## config.mk

```make
export PLATFORM = sky130hd
export DESIGN_NAME = graphics_compositor
export DESIGN_NICKNAME = d
export VERILOG_FILES = /design/src/rtl/graphics_compositor.sv
export SDC_FILE = /design/constraint.sdc
export NUM_CORES = 1
export LEC_CHECK = 0
export BUFFER_PORTS_ARGS = -buffer_cell sky130_fd_sc_hd__buf_2
export CORE_MARGIN = 3
export CORE_UTILIZATION = 47
export DETAILED_ROUTE_END_ITERATION = 8
export PLACE_DENSITY_LB_ADDON = 0.15
export SETUP_SLACK_MARGIN = 0.05
export SLEW_MARGIN = 15
export SYNTH_ARGS = -nofsm -noshare
export SYNTH_HDL_FRONTEND = slang
export SYNTH_SLANG_ARGS = --single-unit
export TNS_END_PERCENT = 5
```

## constraint.sdc

```tcl
create_clock -name clk -period 1.85 [get_ports clk]
set_input_delay 0.2775 -clock clk [delete_from_list [all_inputs] [get_ports clk]]
set_output_delay 0.2775 -clock clk [all_outputs]
set_load 0.05 [all_outputs]
```

## src/rtl/graphics_compositor.sv

```systemverilog
// VGA beam counters, registered sync/colour stage and game-side tick/collision helpers.
// Layer colours resolve by fixed priority (bit 0 wins) and are registered alongside sync so both leave aligned.
module graphics_compositor #(
    parameter int                      H_DISPLAY  = 640,
    parameter int                      H_FRONT    = 16,
    parameter int                      H_SYNC     = 96,
    parameter int                      H_BACK     = 48,
    parameter int                      V_DISPLAY  = 480,
    parameter int                      V_FRONT    = 10,
    parameter int                      V_SYNC     = 2,
    parameter int                      V_BACK     = 33,
    parameter bit                      SYNC_POL   = 1'b0,
    parameter int                      N_LAYERS   = 4,
    parameter logic [6*N_LAYERS-1:0]   LAYER_RGB  = {N_LAYERS{6'b111111}},
    parameter logic [5:0]              BG_RGB     = 6'b000000,
    parameter int                      CONV       = 0,
    parameter int                      TICK_DIV   = 3,
    parameter int                      STROBE_BIT = 5,
    parameter int                      COLL_A     = 0,
    parameter int                      COLL_B     = 1
) (
    input  logic                clk,
    input  logic                rst_n,
    input  logic [N_LAYERS-1:0] i_layer,
    output logic [9-CONV:0]     o_hpos,
    output logic [9-CONV:0]     o_vpos,
    output logic                o_hsync,
    output logic                o_vsync,
    output logic [1:0]          o_red,
    output logic [1:0]          o_green,
    output logic [1:0]          o_blue,
    output logic                o_display_on,
    output logic                o_frame_tick,
    output logic                o_game_tick,
    output logic                o_game_tick_r,
    output logic                o_vstrobe,
    output logic                o_collision,
    output logic                o_collision_frame
);

    localparam int H_TOTAL = H_DISPLAY + H_FRONT + H_SYNC + H_BACK;
    localparam int V_TOTAL = V_DISPLAY + V_FRONT + V_SYNC + V_BACK;
    localparam logic [9:0] H_LAST   = 10'(H_TOTAL - 1);
    localparam logic [9:0] V_LAST   = 10'(V_TOTAL - 1);
    localparam logic [9:0] H_VIS    = 10'(H_DISPLAY);
    localparam logic [9:0] V_VIS    = 10'(V_DISPLAY);
    localparam logic [9:0] HS_START = 10'(H_DISPLAY + H_FRONT);
    localparam logic [9:0] HS_END   = 10'(H_DISPLAY + H_FRONT + H_SYNC - 1);
    localparam logic [9:0] VS_START = 10'(V_DISPLAY + V_FRONT);
    localparam logic [9:0] VS_END   = 10'(V_DISPLAY + V_FRONT + V_SYNC - 1);
    localparam logic [3:0] TICK_LAST = 4'(TICK_DIV - 1);

    logic [9:0] hpos_reg, vpos_reg;
    logic [3:0] frame_cnt_reg;
    logic       vbit_reg, coll_acc_reg, coll_frame_reg, game_tick_r_reg;
    logic       hsync_reg, vsync_reg, display_reg;
    logic [5:0] pix_reg, pix_next;
    logic       hsync_raw, vsync_raw, display_on, coll_visible;
    logic [5:0] layer_rgb [N_LAYERS];

    always_ff @(posedge clk or negedge rst_n) begin
        if (!rst_n) begin
            hpos_reg <= '0;
            vpos_reg <= '0;
        end else if (hpos_reg == H_LAST) begin
            hpos_reg <= '0;
            vpos_reg <= (vpos_reg == V_LAST) ? 10'd0 : vpos_reg + 10'd1;
        end else begin
            hpos_reg <= hpos_reg + 10'd1;
        end
    end

    assign hsync_raw  = (hpos_reg >= HS_START) && (hpos_reg <= HS_END);
    assign vsync_raw  = (vpos_reg >= VS_START) && (vpos_reg <= VS_END);
    assign display_on = (hpos_reg < H_VIS) && (vpos_reg < V_VIS);

    genvar gi;
    generate
        for (gi = 0; gi < N_LAYERS; gi++) begin : g_layer
            assign layer_rgb[gi] = LAYER_RGB[6*gi +: 6];
        end
    endgenerate

    // Walk from lowest to highest priority so the lowest set index overwrites last.
    always_comb begin
        pix_next = BG_RGB;
        for (int i = N_LAYERS - 1; i >= 0; i--) begin
            if (i_layer[i]) pix_next = layer_rgb[i];
        end
        if (!display_on) pix_next = 6'b000000;
    end

    always_ff @(posedge clk or negedge rst_n) begin
        if (!rst_n) begin
            hsync_reg   <= !SYNC_POL;
            vsync_reg   <= !SYNC_POL;
            display_reg <= 1'b0;
            pix_reg     <= '0;
        end else begin
            hsync_reg   <= hsync_raw ? SYNC_POL : !SYNC_POL;
            vsync_reg   <= vsync_raw ? SYNC_POL : !SYNC_POL;
            display_reg <= display_on;
            pix_reg     <= pix_next;
        end
    end

    assign o_frame_tick = (hpos_reg == 10'd0) && (vpos_reg == 10'd0);
    assign o_game_tick  = o_frame_tick && (frame_cnt_reg == TICK_LAST);
    assign o_vstrobe    = vpos_reg[STROBE_BIT] && !vbit_reg;
    assign o_collision  = i_layer[COLL_A] && i_layer[COLL_B];
    assign coll_visible = o_collision && display_on;

    always_ff @(posedge clk or negedge rst_n) begin
        if (!rst_n) begin
            frame_cnt_reg   <= '0;
            game_tick_r_reg <= 1'b0;
            vbit_reg        <= 1'b0;
            coll_acc_reg    <= 1'b0;
            coll_frame_reg  <= 1'b0;
        end else begin
            game_tick_r_reg <= o_game_tick;
            vbit_reg        <= vpos_reg[STROBE_BIT];
            if (o_frame_tick) begin
                frame_cnt_reg  <= (frame_cnt_reg == TICK_LAST) ? 4'd0 : frame_cnt_reg + 4'd1;
                // A hit on the tick cycle itself still belongs to the frame that is ending.
                coll_frame_reg <= coll_acc_reg || coll_visible;
                coll_acc_reg   <= 1'b0;
            end else if (coll_visible) begin
                coll_acc_reg   <= 1'b1;
            end
        end
    end

    assign o_hpos            = hpos_reg[9:CONV];
    assign o_vpos            = vpos_reg[9:CONV];
    assign o_hsync           = hsync_reg;
    assign o_vsync           = vsync_reg;
    assign o_red             = pix_reg[5:4];
    assign o_green           = pix_reg[3:2];
    assign o_blue            = pix_reg[1:0];
    assign o_display_on      = display_reg;
    assign o_game_tick_r     = game_tick_r_reg;
    assign o_collision_frame = coll_frame_reg;

endmodule

```

## Word-level counts from Yosys, hierarchy flattened

Index checks and enable logic that the tools add are counted.

- Flip-flop bits (word level): 37
- Latch bits: 0
- Memory bits (writable): 0
- Bits in read-only memories: 0
- Input port bits: 6
- Output and inout port bits: 35
- Logic and storage cells: 48
- Memories kept: 0

- Add/sub/neg operators: 3
- Multipliers: 0
- Divide/modulo/power cells: 0
- $lt $le $gt $ge: 6
- Equal/unequal tests: 3
- Shift operators: 0
- Multiplexer cells: 12
- Bitwise gates (word level): 0
- Reduce and logical (&&, ||, !) cells: 13

Operators with widths:

| kind | count |
|---|---|
| $mux W6 | 5 |
| $add A10 B1 Y10 const B | 2 |
| $eq A10 B10 Y1 const B | 2 |
| $logic_not A10 Y1 | 2 |
| $mux W10 | 2 |
| $ge A10 B10 Y1 const B | 1 |
| $ge A10 B9 Y1 const B | 1 |
| $le A10 B10 Y1 const B | 1 |
| $le A10 B9 Y1 const B | 1 |
| $lt A10 B10 Y1 const B | 1 |
| $lt A10 B9 Y1 const B | 1 |
| $logic_and A1 B1 Y1 | 8 |
| $add A4 B1 Y4 const B | 1 |
| $eq A4 B2 Y1 const B | 1 |
| $mux W1 | 4 |
| $mux W4 | 1 |
| $reduce_bool A2 Y1 | 1 |
| $logic_not A1 Y1 | 1 |
| $logic_or A1 B1 Y1 | 1 |

## Depth between registers and ports, before layout

Gate-level depths: netlist of run 1.

- Depth after elaboration: 5
- Mapped depth: 7
- Depth with buffers taken out: 7

## Least setup slack after synthesis of run 1

OpenSTA, ideal clock, no wires.

- Path type: register to output
- Start: register hpos_reg[2] (netlist: o_hpos[2])
- End: output o_game_tick
- Arrival time: 2517 ps
- Data required time: 1572 ps
- Path slack: -944 ps
- Cell stages (with the launch flop): 6
- Path buffers: 1
- Cells stage by stage: dfrtp_1 buf_4 nor4b_1 and4_1 nand2_1 nor3_1

- Longest elaborated chain between the ends: 3

Ends and longest elaborated chain:

| what | RTL line | text |
|---|---|---|
| from (decl) | 53 | `logic [9:0] hpos_reg, vpos_reg;` |
| from (signal assigned) | 69 | `hpos_reg <= hpos_reg + 10'd1;` |
| $logic_not A10 Y1 | 107 | `assign o_frame_tick = (hpos_reg == 10'd0) && (vpos_reg == 10'd0);` |
| $logic_and A1 B1 Y1 | 107 |  |
| $logic_and A1 B1 Y1 | 108 | `assign o_game_tick = o_frame_tick && (frame_cnt_reg == TICK_LAST);` |
| to (decl) | 34 | `output logic o_game_tick,` |

Every way passes these cells.

## Worst setup path in the final report of run 1

- Start: register hpos_reg[1] (netlist: o_hpos[1])
- End: output o_game_tick

The elaborated chain is that of the path after synthesis.

==> results of run 1 <==
## metrics by stage
| step | hold slack, ns | util [%] | cell area [sq um] | TNS [ns] | instances |
|---|---|---|---|---|---|
| after CTS | 0.00260 | 64.5 | 2180 | -0.425 | 273 |
| after detailed placement | 0.380 | 60.3 | 2040 | -0.0352 | 262 |
| after global placement | 0.368 | 60.3 | 2040 | 0 | 262 |
| after global routing | 0.00681 | 65.3 | 2210 | -0.611 | 273 |
| final | -0.0272 | 65.3 | 2210 | -0.434 | 273 |
| after floorplan | -0.0181 | - | 1760 | -0.309 | 171 |
## path summary, 6_finish.rpt
path	end	slack, ns	cells after the start
min in group clk	pix_reg[4]	0.15	2
max in group asynchronous	o_hpos[2]	1.35	1
min	o_hpos[5]	-0.03	1
min reg2reg	frame_cnt_reg[3]	0.48	1
max	o_game_tick	-0.28	7
max reg2reg	o_vpos[8]	0.07	6
## kinds of logic after synthesis
group	count (synthesis)	share of synthesized area [%]
compound gates	23	8.30
mux	3	2.08
fa+ha+maj	5	3.71
simple gates	77	25.9
flops	32	47.6
xor+xnor	11	5.71
buf+inv	20	6.75
## worst reg2reg max path, stage by stage, from the launching register on
cell     delay [ns]
dfrtp_2        0.38
buf_4          0.12
ha_4           0.12
and4_4         0.24
nand4_4        0.11
or3b_4         0.40
mux2_4         0.30
## where the power goes
part | total (W) | switching [W] | internal [W]
Sequential | 0.000702 | 0.00000113 | 0.000701
Clock | 0.000537 | 0.000253 | 0.000283
Combinational | 0.0000474 | 0.0000385 | 0.00000890
Total | 0.00129 | 0.000293 | 0.000993
## cells in the final DEF (no fill, tap or decap), types with 3 or more instances in the layout
cell,instances
xor2_1,7
nand4_1,5
buf_4,22
dfrtp_2,15
ha_1,3
nand2_1,13
xnor2_1,4
nor3_1,4
o21ai_0,4
o31ai_1,3
o21ai_1,6
inv_2,3
nor2_1,12
nand3_1,13
a21oi_1,4
inv_1,3
buf_2,38
clkbuf_4,5
dfrtp_1,15
and3_1,4
and4_1,3
## cell type report
class                      instances  share of cell area (%)
timing repair buffer              62                    17.1
clock inverter                     2                    1.58
tap                               46                    2.60
clock buffer                       6                    1.87
multi-input combinational        119                    38.7
sequential                        32                    37.2
inverter                           6                    1.02
## per-layer routing
| layer | up-vias | routed length, um | global-route usage [%] |
|---|---|---|---|
| li1 | 708 | - | - |
| met1 | 708 | 1800 | 24.1 |
| met2 | 39 | 2100 | 34.3 |
| met3 | 12 | 186 | 4.25 |
| met4 | 0 | 123 | 12.4 |
| met5 | - | 0 | 0 |
## repair_timing
item	CTS	global route
hold endpoints to repair	0	0
endpoints found under the setup margin	2	6
pin swaps	3	4
setup buffers	3	0
resized for setup	11	7
==> impl_metrics.csv, run 1 <==
group,metric,value,unit
setup_path,critPathRequiredTime,1.57,ns
setup_path,critPathLaunch,"o_hpos[1]",
finish,fill_cells,275,
synth,synthTopCellsByArea,"dfrtp_1 44%, nand3_1 3.9%, ha_1 3.7%, xor2_1 3.6%, buf_4 3.1%",
timing,skew,0.0125,ns
timing,layout_min_cycle_time,2.13,ns
finish,fin_nets,237,
finish,area_growth,31.1,%
clock_network,tritoncts,"built",
timing,rsz0062_at_grt,"true",
clock_network,cts_buffer_depth,2,
global_routing,grt_pass1_wl,6.69,mm
floorplan,fp.coreArea,3390,sq um
clock_network,clock_sinks,32,
drt,first_pass_iters,4,
drt,viasPerCell,5.37,
floorplan,die_area,4350,sq um
timing,tightestPinTransition,0.734,ns
setup_path,rr_startpoint,"o_hpos[1]",
pwr,power.total,0.00129,W
synth,synthesis.area,1690,sq um
clock_network,clk-insertion-delay-late,0.35,ns
drt,wl,4.21,mm
setup_path,end_kind,"output pin",
finish,multi_input_area,856,sq um
setup_path,path_class,"flop to output pin",
finish,insertedDiodeCount,0,
pwr,p_leak,1.06,nW
clock_network,hold_buffers,0,
finish,seq_area,822,sq um
setup_path,cp.arrival,1.85,ns
timing,slew-limit-headroom,51.1,%
global_routing,antenna_found_initial,0,
timing,fmax,0.470,GHz
timing,hold_violations,30,
timing,slew_viol_final,0,
floorplan,rows,21,
clock_network,cts_buffers,5,
setup_path,crit_slowest_cell,"dfrtp_2",
placed_design,io_buffer_count,40,
clock_network,cts-root-buf,"clkbuf_4",
setup_path,cp_cell_sequence,"inv_2 > ha_4 > nor4b_4 > and4_4 > nand2_4 > nor3_4 > buf_6",
synth,synth_edf_count,0,
clock_network,clkTransAtPathRegs,0.11,ns
synth,synth_ff_type,"dfrtp_1",
synth,seq_area_frac_synth,47.6,%
timing,setup_viol,2,
timing,fin_ws,-0.279,ns
drt,wl_per_cell,15.4,um
global_routing,grt_overflow_total,0,
finish,drive_gt1_share,46.3,%
status,violations,"negative hold slack, negative setup slack",
drt,via_count,1467,
timing,period_share,115,%
synth,synth-warning-count,0,
placed_design,gp_congestion,0.870,
hold_path,hp-class,"input port to asynchronous set/reset pin",
status,status,"complete, but fails checks",
floorplan,die_w,65.9,um
pwr,ir_drop,0.000452,V
drt,dr.first_iter.drc_count,80,
synth,postSynthNetCount,182,
floorplan,die_h,65.9,um
setup_path,max_stage_delay,0.42,ns
global_routing,grt_max_degree,33,
drt,ant_nets,0,
pwr,p_per_area,581,nW/um^2
placed_design,dpl_worst_slack,-0.0352,ns
run,maxCapViolations,0,
synth,synth.top_cell.area_share,44.5,%
setup_path,cp-start-kind,"flop",
synth,ys_types,40,
global_routing,grt_use_total,20.6,%
setup_path,critPathMaxFanout,3,
global_routing,grt_pass1_vias,1446,
synth,yosysMostFrequentCell,"dfrtp_1",
timing,whs,-0.0272,ns
setup_path,crit_family,"simple AND/OR/NAND/NOR gates",
synth,synth_commonest_cells,"30 x dfrtp_1, 14 x nand2_1, 13 x nand3_1",
synth,ys_seq_elements,32,
clock_network,htreeDepth,2,
drt,remaining_drc_errors,0,
synth,postSynth.asyncResetShare,100,%
floorplan,ios,41,
synth,synth_top_area_cell,"dfrtp_1",
synth,synth_area_per_cell,9.87,sq um
setup_path,critPathBufInv,2,
synth,netlist_instances,171,
floorplan,start_util,49.8,%
placed_design,place_hpwl,2.92,mm
Power figures use the tool's default switching activity.
==> run 2, diff against run 1 <==
--- a/config.mk
+++ b/config.mk
@@ -7,7 +7,7 @@
 export LEC_CHECK = 0
 export BUFFER_PORTS_ARGS = -buffer_cell sky130_fd_sc_hd__buf_2
 export CORE_MARGIN = 3
-export CORE_UTILIZATION = 47
+export CORE_UTILIZATION = 45
 export DETAILED_ROUTE_END_ITERATION = 8
 export PLACE_DENSITY_LB_ADDON = 0.15
 export SETUP_SLACK_MARGIN = 0.05
==> impl_metrics.csv, run 2 (same netlist as run 1, synthesis figures left out) <==
group,metric,value,unit
clock_network,cts-root-buf,"clkbuf_8",
timing,slew-limit-headroom,52.0,%
clock_network,cts_buffer_depth,2,
finish,seq_area,822,sq um
clock_network,hold_buffers,0,
global_routing,grt_pass1_vias,1399,
placed_design,place_hpwl,2.90,mm
setup_path,ff2ff_setup_slack,0.07,ns
floorplan,die_h,67.2,um
pwr,p_per_area,583,nW/um^2
setup_path,critPathRequiredTime,1.57,ns
global_routing,antenna_found_initial,0,
clock_network,clk-insertion-delay-late,0.29,ns
setup_path,cp.arrival,1.72,ns
global_routing,grt_use_total,20.0,%
status,status,"complete, but fails checks",
setup_path,critPathLaunch,"o_hpos[0]",
timing,period_share,108,%
timing,tightestPinTransition,0.720,ns
placed_design,dpl_cell_area,2070,sq um
clock_network,tritoncts,"built",
setup_path,r2r_cells,6,
drt,remaining_drc_errors,0,
drt,viasPerCell,5.38,
finish,fill_cells,300,
drt,wl,4.08,mm
floorplan,fp.coreArea,3470,sq um
floorplan,die_w,67.2,um
placed_design,gp_congestion,0.820,
finish,area_growth,33.2,%
global_routing,grt_max_degree,33,
hold_path,hp-class,"input port to asynchronous set/reset pin",
timing,rsz0062_at_grt,"true",
status,violations,"negative setup slack",
drt,ant_nets,0,
timing,skew,0.00540,ns
finish,final_area,2250,sq um
timing,setup_viol,2,
clock_network,cts_buffers,5,
floorplan,rows,21,
clock_network,clock_sinks,32,
setup_path,cp-start-kind,"flop",
clock_network,clkTransAtPathRegs,0.07,ns
setup_path,endpoint,"o_game_tick",
setup_path,end_kind,"output pin",
floorplan,start_util,48.7,%
finish,multi_input_area,853,sq um
placed_design,dpl_worst_slack,-0.0139,ns
setup_path,r2r_end,"o_vpos[8]",
finish,drive_gt1_share,47.8,%
setup_path,path_class,"flop to output pin",
global_routing,grt_overflow_total,0,
placed_design,io_buffer_count,40,
floorplan,ios,41,
finish,layout_common_cells,"38 x buf_2, 25 x buf_4, 15 x dfrtp_1, 15 x dfrtp_2",
global_routing,grt_pass1_wl,6.73,mm
timing,fin_ws,-0.149,ns
drt,first_pass_iters,6,
pwr,ir_drop,0.000466,V
floorplan,die_area,4520,sq um
drt,dr.first_iter.drc_count,54,
timing,hold_violations,0,
drt,wl_per_cell,14.8,um
finish,insertedDiodeCount,0,
drt,via_count,1484,
setup_path,critPathMaxFanout,3,
run,maxCapViolations,0,
finish,final_common_cell,"buf_2",
setup_path,rr_startpoint,"o_hpos[0]",
pwr,p_leak,1.09,nW
timing,layout_min_cycle_time,2.00,ns
timing,fmax,0.500,GHz
timing,slew_viol_final,0,
clock_network,htreeDepth,2,
finish,fin_nets,240,
==> run 2: worst min path at each step <==
stage	slack, ns	depth (start not counted)	to	start
4_1_cts	0.06	1	o_vpos[9]	rst_n
3_3_place_gp	0.37	1	o_hpos[6]	rst_n
3_5_place_dp	0.37	1	o_hpos[6]	rst_n
2_1_floorplan	-0.02	0	coll_acc_reg	rst_n
5_1_grt	0.10	1	pix_reg[4]	rst_n
6_report	0.04	1	pix_reg[4]	rst_n
==> run 2: critical path, stage by stage, from the launching register on <==
cell and delay (ns):
dfrtp_2 0.41, inv_2 0.07, ha_4 0.13, nor4b_4 0.17, and4_4 0.28, nand2_4 0.07, nor3_4 0.13, buf_6 0.18
==> run 2: power by group <==
part	leakage [nW]	internal, W	switching [W]
clock network	0.0510	0.000297	0.000265
registers	0.383	0.000701	0.00000106
logic	0.651	0.00000893	0.0000387
total	1.09	0.00101	0.000305
==> run 2: metrics by stage <==
step                      utilization, %  power (W)  hold WS (ns)  TNS [ns]  instances
after global placement              59.6   0.000763         0.369         0        265
after floorplan                        -   0.000742       -0.0181    -0.309        171
after global routing                64.8    0.00136         0.101    -0.408        276
after detailed placement            59.6   0.000764         0.375   -0.0139        265
final                               64.8    0.00131        0.0435    -0.232        276
after CTS                           64.5    0.00133        0.0645    -0.264        276
==> run 2: layout make-up <==
cell class                 count  share of cell area (%)
clock inverter                 2                   0.445
clock buffer                   6                    3.67
sequential                    32                    36.6
tap                           46                    2.56
timing repair buffer          65                    17.8
inverter                       6                    1.00
multi-input combinational    119                    38.0
==> run 2: repair_timing <==
item / CTS / global route
pin swaps: 4 / 3
gates resized for setup: 15 / 3
buffers inserted: 3 / 0
endpoints found under the setup margin: 2 / 7
==> run 2: layer usage <==
layer	track usage, %	up-vias	routed length (um)
met5	0	-	0
met1	24.9	714	1780
li1	-	715	-
met3	5.99	7	232
met4	8.61	0	76
met2	32.3	48	2000
==> run 3, diff against run 2 <==
--- a/config.mk
+++ b/config.mk
@@ -6,8 +6,10 @@
 export NUM_CORES = 1
 export LEC_CHECK = 0
 export BUFFER_PORTS_ARGS = -buffer_cell sky130_fd_sc_hd__buf_2
+export CELL_PAD_IN_SITES_DETAIL_PLACEMENT = 1
+export CELL_PAD_IN_SITES_GLOBAL_PLACEMENT = 1
 export CORE_MARGIN = 3
-export CORE_UTILIZATION = 45
+export CORE_UTILIZATION = 36
 export DETAILED_ROUTE_END_ITERATION = 8
 export PLACE_DENSITY_LB_ADDON = 0.15
 export SETUP_SLACK_MARGIN = 0.05
==> impl_metrics.csv, run 3 (same netlist as run 1, synthesis figures left out) <==
group,metric,value,unit
status,status,"complete, but fails checks",
status,violations,"negative setup slack",
setup_path,rr_startpoint,"o_hpos[0]",
clock_network,htreeDepth,2,
setup_path,ff2ff_setup_slack,0.01,ns
setup_path,crit_family,"simple AND/OR/NAND/NOR gates",
finish,final_common_cell,"buf_2",
drt,wl_per_cell,16.2,um
pwr,p_leak,1.07,nW
run,maxCapViolations,0,
floorplan,die_w,74.5,um
hold_path,hp-class,"input port to asynchronous set/reset pin",
clock_network,tritoncts,"built",
setup_path,critPathBufInv,2,
global_routing,grt_overflow_total,0,
timing,fin_ws,-0.215,ns
global_routing,grt_pass1_wl,7.22,mm
placed_design,gp_congestion,0.802,
timing,hold_violations,0,
floorplan,start_util,38.0,%
placed_design,dp.cells,271,
finish,insertedDiodeCount,0,
finish,drive_gt1_share,46.3,%
clock_network,clkTransAtPathRegs,0.07,ns
drt,first_pass_iters,4,
global_routing,grt_use_total,17.1,%
setup_path,cp-start-kind,"flop",
placed_design,io_buffer_count,40,
setup_path,critPathRequiredTime,1.57,ns
finish,area_growth,31.9,%
timing,layout_min_cycle_time,2.06,ns
clock_network,clock_sinks,32,
finish,fin_nets,239,
floorplan,rows,24,
setup_path,cp.arrival,1.79,ns
drt,wl,4.54,mm
timing,rsz0062_at_grt,"true",
setup_path,end_kind,"output pin",
setup_path,cp.depth,7,
global_routing,grt_max_degree,33,
drt,remaining_drc_errors,0,
drt,ant_nets,0,
setup_path,max_stage_delay,0.40,ns
drt,viasPerCell,5.24,
clock_network,cts_buffers,5,
pwr,ir_drop,0.000281,V
timing,tightestPinTransition,0.732,ns
floorplan,die_h,74.5,um
pwr,p_per_area,569,nW/um^2
global_routing,antenna_found_initial,0,
setup_path,critPathMaxFanout,3,
timing,fin_tns_setup,-0.319,ns
drt,via_count,1473,
timing,fmax,0.484,GHz
timing,skew,0.00754,ns
timing,slew-limit-headroom,51.2,%
clock_network,hold_buffers,0,
clock_network,clk-insertion-delay-late,0.29,ns
setup_path,r2r_end,"o_vpos[8]",
floorplan,fp.coreArea,4440,sq um
setup_path,crit_slowest_cell,"dfrtp_2",
drt,dr.first_iter.drc_count,83,
timing,setup_viol,2,
floorplan,ios,41,
setup_path,path_class,"flop to output pin",
timing,slew_viol_final,0,
timing,period_share,112,%
clock_network,cts-root-buf,"clkbuf_8",
global_routing,grt_pass1_vias,1461,
setup_path,r2r_cells,6,
floorplan,die_area,5550,sq um
finish,finalNonFillerCells,281,
placed_design,place_hpwl,3.21,mm
setup_path,cp_cell_sequence,"inv_2 > ha_4 > nor4b_4 > and4_4 > nand2_4 > nor3_4 > buf_6",
finish,layout_common_cells,"38 x buf_2, 24 x buf_4, 15 x dfrtp_1, 15 x dfrtp_2",
clock_network,cts_buffer_depth,2,
-- run 3: cell types whose count changed in the layout (fill, tap and decap cells not counted), sizes merged --
cell    delta
clkbuf     +1
clkinv     -1
buf        -1
-- run 3: final cells by class --
type                    instances  area [sq um]
multi-input cells             119           843
clock inverters                 1          5.00
well taps                      52          65.1
clock buffers                   7          76.3
flip-flops and latches         32           822
repair buffers                 64           393
fillers                       540          2220
inverters                       6          22.5
-- run 3: worst max path at each step --
stage,slack [ns],startpoint,end
CTS,-0.19,o_hpos[0],o_game_tick
global route,-0.29,o_hpos[0],o_game_tick
global placement,0.06,o_hpos[0],o_game_tick
floorplan,-0.13,o_hpos[5],o_game_tick
finish,-0.21,o_hpos[1],o_game_tick
detailed placement,0.04,o_hpos[5],o_game_tick
-- run 3: what timing repair did --
| item | 4_1_cts | 5_1_grt |
|---|---|---|
| setup buffers | 0 | 2 |
| pin swaps | 0 | 5 |
| endpoints found under the setup margin | 2 | 3 |
| resized for setup | 4 | 11 |
-- run 3: power by group --
group	leakage (nW)	switching [W]	total, W	internal, W
clock	0.0422	0.000255	0.000518	0.000263
sequential	0.383	0.00000113	0.000703	0.000701
combinational	0.642	0.0000385	0.0000474	0.00000890
total	1.07	0.000294	0.00127	0.000974
-- run 3: worst register-to-register path, stage by stage, from the launching register on --
cell and delay, ns:
dfrtp_2 0.38, buf_4 0.12, ha_2 0.17, and4_4 0.24, nand4_4 0.12, or3b_4 0.41, mux2_4 0.30
-- run 3: through the flow --
| step | total power, W | hold WS [ns] | instance area, sq um | worst slack (ns) | util, % |
|---|---|---|---|---|---|
| after floorplan | 0.000742 | -0.0181 | 1760 | -0.125 | - |
| after global placement | 0.000764 | 0.375 | 2070 | 0.0625 | 46.7 |
| after detailed placement | 0.000764 | 0.381 | 2070 | 0.0413 | 46.7 |
| after CTS | 0.00129 | 0.0691 | 2170 | -0.190 | 48.8 |
| after global routing | 0.00132 | 0.103 | 2230 | -0.295 | 50.1 |
| final | 0.00127 | 0.0460 | 2230 | -0.215 | 50.1 |
-- run 3: metal layers --
layer	track usage [%]	part of all wire (%)	vias to the layer above
li1	-	-	709
met1	21.3	44	723
met2	29.0	50	34
met3	4.46	4.7	7
met4	5.34	1.2	0
met5	0	0	-
